`src/rtl/timebase_pkg.sv`:
```
// Purpose: shared types and constants for the seconds/minutes timebase front end.
// Latency: n/a (types, constants and a width helper only).
// Backpressure: n/a.
package timebase_pkg;

  typedef enum logic [1:0] {
    IDLE     = 2'd0,
    HOLD_DLY = 2'd1,
    REPEAT   = 2'd2
  } adv_state_t;

  localparam int CLK_HZ_DEFAULT = 100_000_000;
  localparam int DB_MS_DEFAULT  = 10;

  // Width of a counter that must hold values 0..n-1; never narrower than 1 bit.
  function automatic int cnt_w(input int n);
    return (n < 2) ? 1 : $clog2(n);
  endfunction

endpackage

```
`src/rtl/timebase_adv_debounce.sv`:
```
// Purpose: two-flop synchronizer plus counter debounce for one raw pushbutton.
// Latency: dout follows a steady din change DB_CYCLES+2 clocks after din is first sampled.
// Backpressure: none; level output, always valid.
//
// Ports:
//   clk  - system clock
//   rst  - synchronous active-high reset
//   din  - raw asynchronous button level
//   dout - synchronized, debounced level
module debounce
  import timebase_pkg::*;
#(
  parameter int DB_CYCLES = 1_000_000
) (
  input  logic clk,
  input  logic rst,
  input  logic din,
  output logic dout
);

  localparam int CW = cnt_w(DB_CYCLES);

  if (DB_CYCLES < 1) begin : g_bad_db
    $error("debounce: DB_CYCLES must be >= 1");
  end

  logic          sync1_q, sync1_d;
  logic          sync2_q, sync2_d;
  logic          db_q, db_d;
  logic [CW-1:0] cnt_q, cnt_d;

  always_comb begin
    sync1_d = din;
    sync2_d = sync1_q;
    db_d    = db_q;
    cnt_d   = '0;
    // Any cycle where the synchronized level agrees with the debounced
    // level restarts the count, so short glitches never accumulate.
    if (sync2_q != db_q) begin
      if (cnt_q == CW'(DB_CYCLES - 1)) begin
        db_d  = ~db_q;
        cnt_d = '0;
      end else begin
        cnt_d = cnt_q + CW'(1);
      end
    end
  end

  always_ff @(posedge clk) begin
    if (rst) begin
      sync1_q <= 1'b0;
      sync2_q <= 1'b0;
      db_q    <= 1'b0;
      cnt_q   <= '0;
    end else begin
      sync1_q <= sync1_d;
      sync2_q <= sync2_d;
      db_q    <= db_d;
      cnt_q   <= cnt_d;
    end
  end

  assign dout = db_q;

endmodule

```
`src/rtl/timebase_adv.sv`:
```
// Purpose: 1 Hz enb tick divider plus debounced, auto-repeating advance-minute pulse.
// Latency: first adv_min DB_CYCLES+3 clocks after press is sampled; enb every TICK_DIV clocks.
// Backpressure: none; both outputs are free-running single-cycle pulses.
//
// Ports:
//   clk     - system clock
//   rst     - synchronous active-high reset
//   btn_adv - raw asynchronous advance pushbutton, active-high
//   enb     - one-cycle timebase tick for the seconds stage
//   adv_min - one-cycle advance pulse (first press, then auto-repeat)
module timebase_adv
  import timebase_pkg::*;
#(
  parameter int TICK_DIV   = 100_000_000,
  parameter int DB_CYCLES  = 1_000_000,
  parameter int RPT_DELAY  = 50_000_000,
  parameter int RPT_PERIOD = 25_000_000
) (
  input  logic clk,
  input  logic rst,
  input  logic btn_adv,
  output logic enb,
  output logic adv_min
);

  localparam int TW      = $clog2(TICK_DIV);
  localparam int RPT_MAX = (RPT_DELAY > RPT_PERIOD) ? RPT_DELAY : RPT_PERIOD;
  localparam int RW      = cnt_w(RPT_MAX);

  if (TICK_DIV < 2) begin : g_bad_tick
    $error("timebase_adv: TICK_DIV must be >= 2");
  end
  if (RPT_DELAY < 2) begin : g_bad_dly
    $error("timebase_adv: RPT_DELAY must be >= 2");
  end
  if (RPT_PERIOD < 2) begin : g_bad_per
    $error("timebase_adv: RPT_PERIOD must be >= 2");
  end

  logic          btn_db;
  logic [TW-1:0] tick_q, tick_d;
  logic          enb_q, enb_d;
  adv_state_t    state_q, state_d;
  logic [RW-1:0] tmr_q, tmr_d;
  logic          adv_q, adv_d;

  debounce #(
    .DB_CYCLES(DB_CYCLES)
  ) u_debounce (
    .clk (clk),
    .rst (rst),
    .din (btn_adv),
    .dout(btn_db)
  );

  // Tick divider: enb is registered off the wrap so it is glitch-free.
  always_comb begin
    enb_d  = (tick_q == TW'(TICK_DIV - 1));
    tick_d = enb_d ? '0 : tick_q + TW'(1);
  end

  // Advance FSM. IDLE is only ever entered with btn_db low, so btn_db high
  // while in IDLE is the debounced rising edge. Release is checked before
  // the timer so a release never produces a final pulse.
  always_comb begin
    state_d = state_q;
    tmr_d   = tmr_q;
    adv_d   = 1'b0;
    case (state_q)
      IDLE: begin
        if (btn_db) begin
          adv_d   = 1'b1;
          tmr_d   = RW'(RPT_DELAY - 1);
          state_d = HOLD_DLY;
        end
      end
      HOLD_DLY, REPEAT: begin
        if (!btn_db) begin
          state_d = IDLE;
        end else if (tmr_q == '0) begin
          adv_d   = 1'b1;
          tmr_d   = RW'(RPT_PERIOD - 1);
          state_d = REPEAT;
        end else begin
          tmr_d = tmr_q - RW'(1);
        end
      end
      default: state_d = IDLE;
    endcase
  end

  always_ff @(posedge clk) begin
    if (rst) begin
      tick_q  <= '0;
      enb_q   <= 1'b0;
      state_q <= IDLE;
      tmr_q   <= '0;
      adv_q   <= 1'b0;
    end else begin
      tick_q  <= tick_d;
      enb_q   <= enb_d;
      state_q <= state_d;
      tmr_q   <= tmr_d;
      adv_q   <= adv_d;
    end
  end

  assign enb     = enb_q;
  assign adv_min = adv_q;

endmodule
```
`config.mk`:
```
export PLATFORM = sky130hd
export DESIGN_NAME = timebase_adv
export DESIGN_NICKNAME = d
export VERILOG_FILES = /design/src/rtl/timebase_pkg.sv /design/src/rtl/timebase_adv_debounce.sv /design/src/rtl/timebase_adv.sv
export SDC_FILE = /design/constraint.sdc
export NUM_CORES = 1
export LEC_CHECK = 0
export ABC_AREA = 0
export CORE_AREA = 10 10 147 95
export CTS_CLUSTER_DIAMETER = 100
export DETAILED_ROUTE_END_ITERATION = 10
export DIE_AREA = 0 0 157 105
export SYNTH_ARGS = -nofsm -noshare
export SYNTH_HDL_FRONTEND = slang
export SYNTH_HIERARCHICAL = 1
export SYNTH_SLANG_ARGS = --single-unit
export TNS_END_PERCENT = 5
```
`constraint.sdc`:
```
create_clock -name clk -period 1.95 [get_ports clk]
set_input_delay 0.195 -clock clk [delete_from_list [all_inputs] [get_ports clk]]
set_output_delay 0.195 -clock clk [all_outputs]
set_load 0.1 [all_outputs]
```
==> results.yml, run 1 <==
status:
  status: "finished, violations left"
  violations: "negative setup slack"
power_and_ir_drop:
  combPwrFrac_pct: 2.7
  p_leak_nw: 1.77
  total_power_mw: 3.39
  switchingPower_mw: 0.771
  p_per_area_nw_per_um2: 681
  p_seq_share_pct: 48.8
  clock_power_share_pct: 48.6
  p_int_mw: 2.62
  peakVddDrop_mv: 0.421
  switching_share_pct: 22.8
detailed_routing:
  routed_wl_um: 9560
  first_iter_violations: 170
  vias_per_cell: 5.31
  detail-route-antenna-nets: 0
  vias: 3501
  wl_per_cell_um: 14.5
  remaining_drc_errors: 0
  firstDrtPassIters: 4
critical_path:
  crit_top_cell: "or4_4"
  rr_endpoint: "tmr_q[23]$_SDFFE_PP0P_"
  worst-setup-path-type: "reg -> reg"
  reg2reg_from: "tmr_q[19]$_SDFFE_PP0P_"
  max_stage_delay_ns: 0.55
  worstPathArrival_ns: 2.45
  critPathLaunchType: "flip-flop"
  critPathSlowestCell: "or4_4"
  cp_max_fo: 3
  rrSetupSlack_ns: -0.23
  required_ns: 2.22
  cp_cell_sequence: "or4_4 > or3_4 > or4_4 > or3_1 > a31oi_1"
  ff2ff_path_depth: 5
  path_buf_inv: 0
  cp-end-kind: "flip-flop"
  crit_family: "simple AND/OR/NAND/NOR gates"
cts:
  clock_latency_ns: 0.34
  root_buffer: "clkbuf_16"
  cts_tree: "done"
  cts.path.max_buffers: 2
  numCtsBuffers: 9
  htree_levels: 3
  cts-hold-fix-buffers: 0
  cts.clk_slew.worst_paths_ns: 0.06
  clkSinkCount: 80
synthesis:
  syn_area_per_cell_um2: 8.79
  synthTopCellsByCount: "dfxtp_1, nor2_1, xnor2_1, nand2_1, xor2_1"
  netlist_area_um2: 3880
  yosys.cell_types.count: 55
  synth-seq-cells: 80
  async_reset_ff_share_pct: 0
  yosysTopAreaCell: "dfxtp_1"
  synth.top_cell.area_share_pct: 41.3
  yosysWarnings: 6
  synth-seq-area-share_pct: 41.3
  yosysMostFrequentCell: "dfxtp_1"
  synth_top_flop_cell: "dfxtp_1"
  syn_inst: 441
  synthTopCellsByArea: "dfxtp_1, nor2_1, xnor2_1"
  syn_nets: 450
  synth_edf_count: 0
grt:
  grt_pass1_vias: 3305
  grt_max_degree: 27
  antenna_found_initial: 0
  track_usage_pct: 12.1
  gr-total-overflow: 0
  grt_pass1_wl_um: 16400
timing:
  final-setup-viol-count: 26
  tightestPinTransition_ns: 0.447
  drv_slew: 0
  hold_viol_final: 0
  setup_ws_ns: -0.230
  max_freq_mhz: 459
  fin_crit_sh_pct: 112
  slew_headroom_pct: 70.0
  min_period_ns: 2.18
  rsz0062_at_grt: "true"
  whs_ns: 0.432
  fin_skew_ns: 0.0103
floorplanning:
  die_area_um2: 16500
  core_um2: 11100
  initial_core_util_pct: 34.8
  rows: 30
  ios: 5
  die_h_um: 105
  fp.dieW_um: 157
hold_path:
  hp-class: "in -> reg"
  min_from: "btn_adv"
  hold_path_end: "u_debounce/sync1_q$_SDFF_PP0_"
  worstHoldPathCells: 2
flow_run:
  maxCapViolCount: 0
placed_design:
  place_area_um2: 4470
  port_buffers: 4
  gp_congestion: 0.863
  hpwl_um: 6700
  place_ws_ns: -0.238
cells_and_area:
  utilization_pct: 44.6
  layout.nets: 519
  design_area_um2: 4970
  n_antenna_cell: 0
  area_delta_synth_final_pct: 28.2
  drive_above_1_share_pct: 23.9
[cells by family (layout without fill, tap and decap cells)]
| logic type | count (synthesis) | in the layout | synth area share (%) |
|---|---|---|---|
| multiplexers | 2 | 2 | 0.516 |
| AND/OR/NAND/NOR | 215 | 215 | 32.0 |
| buffers and inverters | 25 | 99 | 2.48 |
| flip-flops | 80 | 80 | 41.3 |
| AO/OA/AOI/OAI | 62 | 62 | 10.2 |
| XOR/XNOR | 51 | 51 | 11.5 |
| adder cells (fa/ha/maj) | 6 | 6 | 1.94 |
[power by group through the flow]
stage	Clock (mW)	Combinational, mW	Sequential [mW]
5_1_grt	1.75	0.101	1.65
6_report	1.64	0.0902	1.65
3_3_place_gp	0	0.0826	1.69
3_5_place_dp	0	0.0837	1.69
4_1_cts	1.68	0.0875	1.65
2_1_floorplan	0	0.0498	1.69
[repair_timing]
action | 4_1_cts | 5_1_grt
pin swaps | 9 | 4
setup buffers | 13 | 0
gates resized for setup | 20 | 10
setup endpoints to repair | 28 | 28
[sequential cells by signal, indices dropped and copies added, names as in the netlist]
register            flops
enb                     1
state_q                 2
u_debounce/sync2_q      1
u_debounce/dout         1
adv_min                 1
tmr_q                  26
u_debounce/cnt_q       20
u_debounce/sync1_q      1
tick_q                 27
[worst max-delay path by stage]
| stage | startpoint | end | slack [ns] | depth (start not counted) |
|---|---|---|---|---|
| floorplan | tmr_q[1]$_SDFFE_PP0P_ | tmr_q[18]$_SDFFE_PP0P_ | -0.17 | 6 |
| global placement | tmr_q[1]$_SDFFE_PP0P_ | tmr_q[18]$_SDFFE_PP0P_ | -0.20 | 6 |
| detailed placement | tmr_q[1]$_SDFFE_PP0P_ | tmr_q[18]$_SDFFE_PP0P_ | -0.24 | 6 |
| CTS | tmr_q[17]$_SDFFE_PP0P_ | tmr_q[23]$_SDFFE_PP0P_ | -0.22 | 5 |
| global route | tmr_q[19]$_SDFFE_PP0P_ | tmr_q[23]$_SDFFE_PP0P_ | -0.31 | 5 |
| finish | tmr_q[19]$_SDFFE_PP0P_ | tmr_q[23]$_SDFFE_PP0P_ | -0.23 | 5 |
[final cells by class]
class	instances	area (um2)
Timing Repair Buffer	70	581
Tap cell	144	180
Clock inverter	5	38.8
Clock buffer	11	253
Sequential cell	80	1600
Fill cell	1055	6180
Multi-Input combinational cell	336	2270
Inverter	13	48.8
[placed cells by master (no fill, tap or decap), drive strengths merged, types with 7 or more instances in the layout]
cell     n
dfxtp   80
buf     68
nor2    63
xnor2   26
nand2   25
xor2    25
nand3   23
a21oi   22
nor4    19
nor3    18
nand4   17
o21ai   16
inv     14
clkbuf  11
or4      8
or3      7
and3     7
a31oi    7
[routing by layer]
layer / routed length (um) / GRT usage [%] / up-vias
li1: - / - / 1722
met1: 5020 / 16.9 / 1672
met2: 3860 / 16.1 / 90
met3: 490 / 3.85 / 17
met4: 181 / 5.64 / 0
met5: 0 / 0 / -
[per-stage QoR]
stage	cells	setup TNS, ns
floorplan	441	-2.13
global placement	631	-2.92
detailed placement	631	-3.79
CTS	659	-1.46
global route	659	-5.67
finish	659	-2.96
(Power assumes the default switching activity.)
==> inputs of run 2 (changes only) <==
Settings changed: CTS_CLUSTER_SIZE set to 24.
==> results of run 2 <==
The final DEF is identical to that of run 1; final timing and power are the same.
==> inputs of run 3 (changes only) <==
Settings changed: CTS_CLUSTER_SIZE 24 to unset.
==> results of run 3 <==
The final DEF is identical to that of run 1; final timing and power are the same.
